**src/rtl/instr_seq.sv**
```systemverilog
// instr_seq: fetch/issue sequencer around a combinational SM83-style decode.
//   Fetches opcode bytes through a single-requester byte-read handshake,
//   follows the 0xCB prefix, gathers 8/16-bit immediates, presents one
//   decoded instruction to execute, waits for completion (with an optional
//   PC redirect) and owns the HALT/STOP sleep state.
// Ports:
//   clk, rst (async, active high)
//   o_mem_req/o_mem_addr/i_mem_ack/i_mem_rdata : byte read handshake, addr = PC
//   o_issue_valid/i_issue_ready                 : issue handshake
//   o_ctl_op..o_imm                             : latched decoded instruction
//   o_pc                                        : address after last fetched byte
//   i_exec_done/i_pc_load/i_pc_val              : completion and redirect
//   i_wake/o_halted                             : sleep control
//   o_instr_cnt/o_stall_cnt                     : performance counters
// Optional feature macro: INSTR_SEQ_PERF_CNT_EN (counters built when defined,
//   otherwise both counter ports are constant zero).

typedef enum logic [5:0] {
  CTL_NOP, CTL_INVALID, CTL_HALT, CTL_STOP, CTL_DI, CTL_EI,
  CTL_LD_R8_R8, CTL_LD_R8_D8, CTL_LD_R16_D16, CTL_LD_SP_HL, CTL_LD_HL_SP_D8,
  CTL_LDPTR_R16_A, CTL_LDPTR_A_R16, CTL_LDPTR_D16_SP, CTL_LDPTR_A8_A, CTL_LDPTR_A_A8,
  CTL_LDPTR_C_A, CTL_LDPTR_A_C, CTL_LDPTR_A16_A, CTL_LDPTR_A_A16,
  CTL_INC_R8, CTL_DEC_R8, CTL_INC_R16, CTL_DEC_R16, CTL_ADD_HL_R16, CTL_ADD_SP_D8,
  CTL_ALU_A_R8, CTL_ALU_A_D8, CTL_ALU_R8, CTL_ACC_MISC,
  CTL_JR, CTL_JR_COND, CTL_JP_A16, CTL_JP_COND, CTL_JP_HL, CTL_CALL_A16, CTL_CALL_COND_A16,
  CTL_RET, CTL_RET_COND, CTL_RETI, CTL_RST, CTL_PUSH, CTL_POP
} ctl_op_t;

// Ordering matters: CB ops are computed as 8 + {x,y} of the CB opcode.
typedef enum logic [5:0] {
  ALU_ADD, ALU_ADC, ALU_SUB, ALU_SBC, ALU_AND, ALU_XOR, ALU_OR, ALU_CP,
  ALU_RLC, ALU_RRC, ALU_RL, ALU_RR, ALU_SLA, ALU_SRA, ALU_SWAP, ALU_SRL,
  ALU_BIT_0, ALU_BIT_1, ALU_BIT_2, ALU_BIT_3, ALU_BIT_4, ALU_BIT_5, ALU_BIT_6, ALU_BIT_7,
  ALU_RES_0, ALU_RES_1, ALU_RES_2, ALU_RES_3, ALU_RES_4, ALU_RES_5, ALU_RES_6, ALU_RES_7,
  ALU_SET_0, ALU_SET_1, ALU_SET_2, ALU_SET_3, ALU_SET_4, ALU_SET_5, ALU_SET_6, ALU_SET_7,
  ALU_DAA, ALU_CPL, ALU_SCF, ALU_CCF
} alu_op_t;

typedef enum logic [2:0] {R8_B, R8_C, R8_D, R8_E, R8_H, R8_L, R8_HL_IND, R8_A} gp_r8_sel_t;
typedef enum logic [1:0] {R16_BC, R16_DE, R16_HL, R16_SP_AF} r16_sel_t;
typedef enum logic [1:0] {J_NZ, J_Z, J_NC, J_C} j_cond_t;

module instr_seq #(
  parameter logic [15:0] RESET_PC = 16'h0000
) (
  input  logic                   clk,
  input  logic                   rst,
  output logic                   o_mem_req,
  output logic [15:0]            o_mem_addr,
  input  logic                   i_mem_ack,
  input  logic [7:0]             i_mem_rdata,
  output logic                   o_issue_valid,
  input  logic                   i_issue_ready,
  output ctl_op_t                o_ctl_op,
  output alu_op_t                o_alu_op,
  output gp_r8_sel_t [0:1]       o_r8_sel,
  output r16_sel_t               o_r16_sel,
  output j_cond_t                o_jump_cond,
  output logic [2:0]             o_rst_tgt,
  output logic [15:0]            o_imm,
  output logic [15:0]            o_pc,
  input  logic                   i_exec_done,
  input  logic                   i_pc_load,
  input  logic [15:0]            i_pc_val,
  input  logic                   i_wake,
  output logic                   o_halted,
  output logic [31:0]            o_instr_cnt,
  output logic [31:0]            o_stall_cnt
);

  typedef enum logic [2:0] {S_FETCH_OP, S_FETCH_CB, S_IMM_LO, S_IMM_HI, S_ISSUE, S_WAIT, S_HALT} state_t;

  typedef struct packed {
    ctl_op_t    ctl_op;
    alu_op_t    alu_op;
    gp_r8_sel_t r8_dst;
    gp_r8_sel_t r8_src;
    r16_sel_t   r16_sel;
    j_cond_t    jump_cond;
    logic [2:0] rst_tgt;
    logic       cb_prefix;
    logic [1:0] imm_len;
  } dec_t;

  // Number of immediate bytes following the opcode for each control op.
  function automatic logic [1:0] imm_bytes(input ctl_op_t op);
    case (op)
      CTL_LD_R8_D8, CTL_ALU_A_D8, CTL_JR, CTL_JR_COND, CTL_LDPTR_A8_A,
      CTL_LDPTR_A_A8, CTL_ADD_SP_D8, CTL_LD_HL_SP_D8:                      return 2'd1;
      CTL_LD_R16_D16, CTL_LDPTR_D16_SP, CTL_JP_A16, CTL_JP_COND, CTL_CALL_A16,
      CTL_CALL_COND_A16, CTL_LDPTR_A16_A, CTL_LDPTR_A_A16:                 return 2'd2;
      default:                                                             return 2'd0;
    endcase
  endfunction

  // Combinational decode stage; opcode split as x=[7:6], y=[5:3], z=[2:0].
  function automatic dec_t decode(input logic is_instr16, input logic [7:0] instr);
    dec_t d;
    logic [1:0] x;
    logic [2:0] y;
    logic [2:0] z;
    x = instr[7:6];
    y = instr[5:3];
    z = instr[2:0];
    d.ctl_op    = CTL_INVALID;
    d.alu_op    = ALU_ADD;
    d.r8_dst    = gp_r8_sel_t'(y);
    d.r8_src    = gp_r8_sel_t'(z);
    d.r16_sel   = r16_sel_t'(instr[5:4]);
    d.jump_cond = j_cond_t'(instr[4:3]);
    d.rst_tgt   = y;
    d.cb_prefix = 1'b0;
    if (is_instr16) begin
      d.ctl_op = CTL_ALU_R8;
      d.alu_op = alu_op_t'({1'b0, x, y} + 6'd8);
      d.r8_dst = gp_r8_sel_t'(z);
    end else begin
      case (x)
        2'd0: begin
          case (z)
            3'd0: begin
              case (y)
                3'd0:    d.ctl_op = CTL_NOP;
                3'd1:    d.ctl_op = CTL_LDPTR_D16_SP;
                3'd2:    d.ctl_op = CTL_STOP;
                3'd3:    d.ctl_op = CTL_JR;
                default: d.ctl_op = CTL_JR_COND;
              endcase
            end
            3'd1:    d.ctl_op = instr[3] ? CTL_ADD_HL_R16 : CTL_LD_R16_D16;
            3'd2:    d.ctl_op = instr[3] ? CTL_LDPTR_A_R16 : CTL_LDPTR_R16_A;
            3'd3:    d.ctl_op = instr[3] ? CTL_DEC_R16 : CTL_INC_R16;
            3'd4:    d.ctl_op = CTL_INC_R8;
            3'd5:    d.ctl_op = CTL_DEC_R8;
            3'd6:    d.ctl_op = CTL_LD_R8_D8;
            default: begin
              // RLCA..RRA map onto the rotates, DAA..CCF onto their own ops
              d.ctl_op = CTL_ACC_MISC;
              d.alu_op = alu_op_t'(y[2] ? (6'd40 + {4'd0, y[1:0]}) : (6'd8 + {4'd0, y[1:0]}));
            end
          endcase
        end
        2'd1: d.ctl_op = (instr == 8'h76) ? CTL_HALT : CTL_LD_R8_R8;
        2'd2: begin
          d.ctl_op = CTL_ALU_A_R8;
          d.alu_op = alu_op_t'({3'd0, y});
          d.r8_dst = R8_A;
        end
        default: begin
          case (z)
            3'd0: begin
              case (y)
                3'd4:    d.ctl_op = CTL_LDPTR_A8_A;
                3'd5:    d.ctl_op = CTL_ADD_SP_D8;
                3'd6:    d.ctl_op = CTL_LDPTR_A_A8;
                3'd7:    d.ctl_op = CTL_LD_HL_SP_D8;
                default: d.ctl_op = CTL_RET_COND;
              endcase
            end
            3'd1: begin
              if (!instr[3]) begin
                d.ctl_op = CTL_POP;
              end else begin
                case (instr[5:4])
                  2'd0:    d.ctl_op = CTL_RET;
                  2'd1:    d.ctl_op = CTL_RETI;
                  2'd2:    d.ctl_op = CTL_JP_HL;
                  default: d.ctl_op = CTL_LD_SP_HL;
                endcase
              end
            end
            3'd2: begin
              case (y)
                3'd4:    d.ctl_op = CTL_LDPTR_C_A;
                3'd5:    d.ctl_op = CTL_LDPTR_A16_A;
                3'd6:    d.ctl_op = CTL_LDPTR_A_C;
                3'd7:    d.ctl_op = CTL_LDPTR_A_A16;
                default: d.ctl_op = CTL_JP_COND;
              endcase
            end
            3'd3: begin
              case (y)
                3'd0:    d.ctl_op = CTL_JP_A16;
                3'd1: begin
                  d.ctl_op    = CTL_NOP;
                  d.cb_prefix = 1'b1;
                end
                3'd6:    d.ctl_op = CTL_DI;
                3'd7:    d.ctl_op = CTL_EI;
                default: d.ctl_op = CTL_INVALID;
              endcase
            end
            3'd4:    d.ctl_op = y[2] ? CTL_INVALID : CTL_CALL_COND_A16;
            3'd5:    d.ctl_op = !instr[3] ? CTL_PUSH : ((y == 3'd1) ? CTL_CALL_A16 : CTL_INVALID);
            3'd6: begin
              d.ctl_op = CTL_ALU_A_D8;
              d.alu_op = alu_op_t'({3'd0, y});
              d.r8_dst = R8_A;
            end
            default: d.ctl_op = CTL_RST;
          endcase
        end
      endcase
    end
    d.imm_len = imm_bytes(d.ctl_op);
    return d;
  endfunction

  state_t      state;
  logic [15:0] pc;
  logic [1:0]  imm_len;
  logic        mem_fire;
  dec_t        dec;

  // Decode the byte on the read bus; CB-page only while fetching the second byte.
  always_comb begin
    dec      = decode(state == S_FETCH_CB, i_mem_rdata);
    mem_fire = o_mem_req & i_mem_ack;
  end

  assign o_mem_addr = pc;
  assign o_pc       = pc;

  // Sequencer FSM: PC, request, issue and sleep control.
  always_ff @(posedge clk or posedge rst) begin
    if (rst) begin
      state         <= S_FETCH_OP;
      pc            <= RESET_PC;
      o_mem_req     <= 1'b0;
      o_issue_valid <= 1'b0;
      o_halted      <= 1'b0;
      o_imm         <= 16'h0000;
      imm_len       <= 2'd0;
    end else begin
      if (mem_fire) pc <= pc + 16'd1;
      case (state)
        S_FETCH_OP: begin
          // Req is low only in the first cycle after reset
          o_mem_req <= 1'b1;
          if (mem_fire) begin
            if (dec.cb_prefix) begin
              state <= S_FETCH_CB;
            end else begin
              o_imm   <= 16'h0000;
              imm_len <= dec.imm_len;
              if (dec.imm_len != 2'd0) begin
                state <= S_IMM_LO;
              end else begin
                state         <= S_ISSUE;
                o_mem_req     <= 1'b0;
                o_issue_valid <= 1'b1;
              end
            end
          end
        end
        S_FETCH_CB: begin
          if (mem_fire) begin
            state         <= S_ISSUE;
            o_mem_req     <= 1'b0;
            o_issue_valid <= 1'b1;
          end
        end
        S_IMM_LO: begin
          if (mem_fire) begin
            o_imm[7:0] <= i_mem_rdata;
            if (imm_len == 2'd2) begin
              state <= S_IMM_HI;
            end else begin
              state         <= S_ISSUE;
              o_mem_req     <= 1'b0;
              o_issue_valid <= 1'b1;
            end
          end
        end
        S_IMM_HI: begin
          if (mem_fire) begin
            o_imm[15:8]   <= i_mem_rdata;
            state         <= S_ISSUE;
            o_mem_req     <= 1'b0;
            o_issue_valid <= 1'b1;
          end
        end
        S_ISSUE: begin
          if (i_issue_ready) begin
            o_issue_valid <= 1'b0;
            state         <= S_WAIT;
          end
        end
        S_WAIT: begin
          if (i_exec_done) begin
            if (i_pc_load) pc <= i_pc_val;
            // A wake arriving with completion skips the sleep state entirely
            if ((o_ctl_op == CTL_HALT || o_ctl_op == CTL_STOP) && !i_wake) begin
              state    <= S_HALT;
              o_halted <= 1'b1;
            end else begin
              state     <= S_FETCH_OP;
              o_mem_req <= 1'b1;
            end
          end
        end
        S_HALT: begin
          if (i_wake) begin
            state     <= S_FETCH_OP;
            o_halted  <= 1'b0;
            o_mem_req <= 1'b1;
          end
        end
        default: begin
          state         <= S_FETCH_OP;
          o_mem_req     <= 1'b0;
          o_issue_valid <= 1'b0;
          o_halted      <= 1'b0;
        end
      endcase
    end
  end

  // Capture decoded fields on the ack that completes the opcode.
  always_ff @(posedge clk or posedge rst) begin
    if (rst) begin
      o_ctl_op    <= CTL_NOP;
      o_alu_op    <= ALU_ADD;
      o_r8_sel[0] <= R8_B;
      o_r8_sel[1] <= R8_B;
      o_r16_sel   <= R16_BC;
      o_jump_cond <= J_NZ;
      o_rst_tgt   <= 3'd0;
    end else if (mem_fire && ((state == S_FETCH_OP && !dec.cb_prefix) || state == S_FETCH_CB)) begin
      o_ctl_op    <= dec.ctl_op;
      o_alu_op    <= dec.alu_op;
      o_r8_sel[0] <= dec.r8_dst;
      o_r8_sel[1] <= dec.r8_src;
      o_r16_sel   <= dec.r16_sel;
      o_jump_cond <= dec.jump_cond;
      o_rst_tgt   <= dec.rst_tgt;
    end
  end

`ifdef INSTR_SEQ_PERF_CNT_EN
  logic [31:0] instr_cnt;
  logic [31:0] stall_cnt;

  // Issue handshakes and request cycles without an ack, both wrapping.
  always_ff @(posedge clk or posedge rst) begin
    if (rst) begin
      instr_cnt <= 32'd0;
      stall_cnt <= 32'd0;
    end else begin
      if (o_issue_valid && i_issue_ready) instr_cnt <= instr_cnt + 32'd1;
      if (o_mem_req && !i_mem_ack)        stall_cnt <= stall_cnt + 32'd1;
    end
  end

  assign o_instr_cnt = instr_cnt;
  assign o_stall_cnt = stall_cnt;
`else
  assign o_instr_cnt = 32'd0;
  assign o_stall_cnt = 32'd0;
`endif

endmodule

```
**config.mk**
```make
export PLATFORM = sky130hd
export DESIGN_NAME = instr_seq
export DESIGN_NICKNAME = d
export VERILOG_FILES = /design/src/rtl/instr_seq.sv
export SDC_FILE = /design/constraint.sdc
export NUM_CORES = 1
export LEC_CHECK = 0
export ABC_AREA = 1
export CORE_MARGIN = 1
export CORE_UTILIZATION = 45
export CTS_BUF_LIST = sky130_fd_sc_hd__clkbuf_2 sky130_fd_sc_hd__clkbuf_4 sky130_fd_sc_hd__clkbuf_8
export DETAILED_ROUTE_END_ITERATION = 12
export GPL_TIMING_DRIVEN = 0
export PLACE_DENSITY = 0.82
export SLEW_MARGIN = 20
export SYNTH_ARGS = -nofsm -noshare
export SYNTH_HDL_FRONTEND = slang
export SYNTH_SLANG_ARGS = --single-unit
```
**constraint.sdc**
```tcl
create_clock -name clk -period 2.2 [get_ports clk]
set_clock_uncertainty 0.05 [all_clocks]
set_input_delay 0.44 -clock clk [delete_from_list [all_inputs] [get_ports clk]]
set_output_delay 0.44 -clock clk [all_outputs]
set_load 0.01 [all_outputs]
```
==> flow_metrics.tcl <==
set metrics [dict create \
    grt_pass1_vias 4304 \
    routabilityCongestion 0.955 \
    viasPerCell 4.95 \
    vias 4762 \
    drtIter0Drc 248 \
    dieArea_um2 10400 \
    cp_slowest_cell "dfrtp_1" \
    rows 36 \
    post-synth-top-area-cell "dfrtp_1" \
    slew_violations 0 \
    run_status "finished with violations" \
    placed_area_um2 5980 \
    clockBufferDepth 2 \
    worstSetupPathType "reg -> reg" \
    yosysTopAreaCellShare_pct 33.9 \
    post_drt_wl_per_cell_um 14.1 \
    postLayoutCellArea_um2 6630 \
    ctsHoldBuffers 0 \
    crit_top_cell "nand2_1" \
    finalSetupViolCount 1 \
    synth_area_um2 4500 \
    ys.warnings.count 0 \
    cp_cell_sequence "buf_6, inv_4, nand3_4, nand2_4, inv_1, nand2_1, nand2_2, nand2_1, nand2_1, nand2_1, nand2_1, nand2_2, nand3_2, nand2_1, nand2_1, nand2_1, o21ai_2" \
    dp_hpwl_mm 9.83 \
    core_um2 9730 \
    ant_nets 0 \
    die_h_um 102 \
    seqCellArea_um2 1530 \
    clk_root_buffer_cell "clkbuf_8" \
    drv_cap 0 \
    setup_ws_ns -0.0133 \
    drive_gt1_share_pct 26.8 \
    cpPeakStageDelay_ns 0.38 \
    multi_input_area_um2 2400 \
    antenna_cells 0 \
    clock-sinks 61 \
    start_kind "register" \
    path_clk_slew_ns 0.07 \
    cp_max_fo 8 \
    nNetsFinal 864 \
    boundaryPins 171 \
    area_growth_pct 47.1 \
    synth_ff_type "dfrtp_1" \
    cts-htree-levels 3 \
    clk_latency_ns 0.35 \
    cp_data_required_time_ns 2.37 \
    grt_overflow 0 \
    gr-usage-all-layers_pct 24.9 \
    max-slew-margin-rel_pct 66.1 \
    fmax_ghz 0.452 \
    synth_edf_count 0 \
    cts_tree "done" \
    post-route-drc-count 0 \
    leakage_nw 3.38 \
    layoutNonFillerInstCount 962 \
    antenna_found_initial 0 \
    critPathBufInv 3 \
    critical_path.endpoint_type "register" \
    synthCells 623 \
    async_reset_ff_share_pct 100 \
    holdCritPathClass "in -> async" \
    grt_max_degree 61 \
    hold_violations 0 \
    seq_area_frac_synth_pct 33.9 \
    ir_drop_mv 0.343 \
    critPathTopFamily "simple AND/OR/NAND/NOR gates" \
    cp.arrival_ns 2.39 \
    dp_cells 924 \
    die_x_um 102 \
    drt_pass1_iterations 5 \
    grt_pass1_wl_mm 20.2 \
    synth_seq_cells 61 \
    synthTopCellsByCount "nand2_1 (149), buf_4 (87), dfrtp_1 (61)" \
    start_util_pct 46.3 \
    port_buffers 104 \
    powerDensity_nw_per_um2 451 \
    cts_buffers 9 \
    synth.area.top_cells "dfrtp_1 (34%), buf_4 (15%), nand2_1 (12%)" \
    violations "negative setup slack" \
    fin_crit_sh_pct 101 \
    synthDistinctLibCells 38 \
    fin_crit_ns 2.21 \
    yosysMostFrequentCell "nand2_1" \
    finalWirelength_mm 13.5 \
    worst_pin_slew_ns 0.509 \
    synth_area_per_cell_um2 7.23 \
    fillCellCount 800 \
]
==> cells by family after synthesis <==
group                      count (synthesis)  share of synthesized area, %
and+or+nand+nor                          291                          29.0
adders and majority gates                  9                          2.50
AOI/OAI and AO/OA                         90                          10.9
xor gates and xnor gates                   9                          1.75
buffers and inverters                    162                          21.9
DFF                                       61                          33.9
other                                      1                        0.0833
==> path summary, 6_finish.rpt <==
kind,depth (start not counted),from,slack [ns],end
max reg2reg,17,state[2]$_DFFE_PP0P_,-0.01,state[1]$_DFFE_PP0P_
min,2,rst,0.25,o_mem_addr[7]$_DFF_PP0_
min in group clk,3,i_mem_rdata[4],0.35,o_alu_op[1]$_DFFE_PP0P_
max,17,state[2]$_DFFE_PP0P_,-0.01,state[1]$_DFFE_PP0P_
min reg2reg,2,o_issue_valid$_DFFE_PP0P_,0.42,o_issue_valid$_DFFE_PP0P_
max in group asynchronous,3,rst,1.37,o_mem_addr[0]$_DFF_PP0_
==> stage by stage <==
| step | setup TNS [ns] | total power [W] | hold WS (ns) | setup WS (ns) | util [%] |
|---|---|---|---|---|---|
| 3_5_place_dp | -24.45 | 0.00159 | 0.417 | -0.945 | 61.4 |
| 6_report | -0.0133 | 0.00299 | 0.246 | -0.0133 | 68.1 |
| 3_3_place_gp | -71.95 | 0.00158 | 0.408 | -0.885 | 61.1 |
| 4_1_cts | 0 | 0.00293 | 0.252 | 0.0114 | 65.0 |
| 2_1_floorplan | 0 | 0.00147 | 0.426 | 0.0240 | - |
| 5_1_grt | -0.227 | 0.00308 | 0.254 | -0.0728 | 68.1 |
==> flip-flops by register name, indices dropped and copies added (netlist names) <==
name	flops
o_r16_sel	2
o_mem_addr	16
o_halted	1
o_alu_op	6
o_issue_valid	1
o_imm	16
o_mem_req	1
o_r8_sel	6
imm_len	2
o_jump_cond	1
o_ctl_op	6
state	3
==> worst register-to-register path, cell delays in order, from the launching register on <==
cell and delay, ns:
dfrtp_1 0.38, buf_6 0.14, inv_4 0.09, nand3_4 0.16, nand2_4 0.13, inv_1 0.07, nand2_1 0.16, nand2_2 0.10
nand2_1 0.08, nand2_1 0.05, nand2_1 0.07, nand2_1 0.07, nand2_2 0.09, nand3_2 0.12, nand2_1 0.12, nand2_1 0.07
nand2_1 0.09, o21ai_2 0.07
==> cell usage in the layout, fill, tap and decap left out, types with 5 or more instances in the layout <==
master           count
nand2_2             13
inv_1               36
buf_4              109
nor3_1               5
clkdlybuf4s50_1     97
dfrtp_1             59
o21ai_0             44
nor2_2              10
nand3_1             41
nand4_1              5
a21oi_1             21
o22ai_1              5
clkbuf_8             9
nand2_1            139
xor2_1               7
clkbuf_1             5
ha_1                 6
nor2_1              52
inv_4                7
inv_2               13
a31oi_1              5
o21ai_1              6
buf_6               13
conb_1              64
==> area by class of cell <==
class                           count  area share (%)
Multi-Input combinational cell    463            36.2
Sequential cell                    61            23.1
Tap cell                          133            2.51
Inverter                           58            3.74
Buffer                            103            12.0
Timing Repair Buffer              128            18.4
Clock inverter                      6            2.04
Clock buffer                       10            1.98
==> power breakdown <==
| part | internal (W) | switching, W | total (W) |
|---|---|---|---|
| registers | 0.00112 | 0 | 0.00112 |
| logic | 0.000220 | 0.000293 | 0.000513 |
| clock network | 0.000880 | 0.000474 | 0.00135 |
| total | 0.00222 | 0.000767 | 0.00299 |
==> routing by layer <==
layer / global-route usage (%) / part of all wire (%)
met1: 28.7 / 37
met2: 46.3 / 53
met3: 3.63 / 7.4
met4: 9.89 / 2.7
met5: 0 / 0
==> what timing repair did <==
action                     4_1_cts  5_1_grt
setup buffers                    4       19
resized for setup               35       70
pin swaps                        5       23
setup endpoints to repair       44       44
Power figures use the tool's default switching activity.
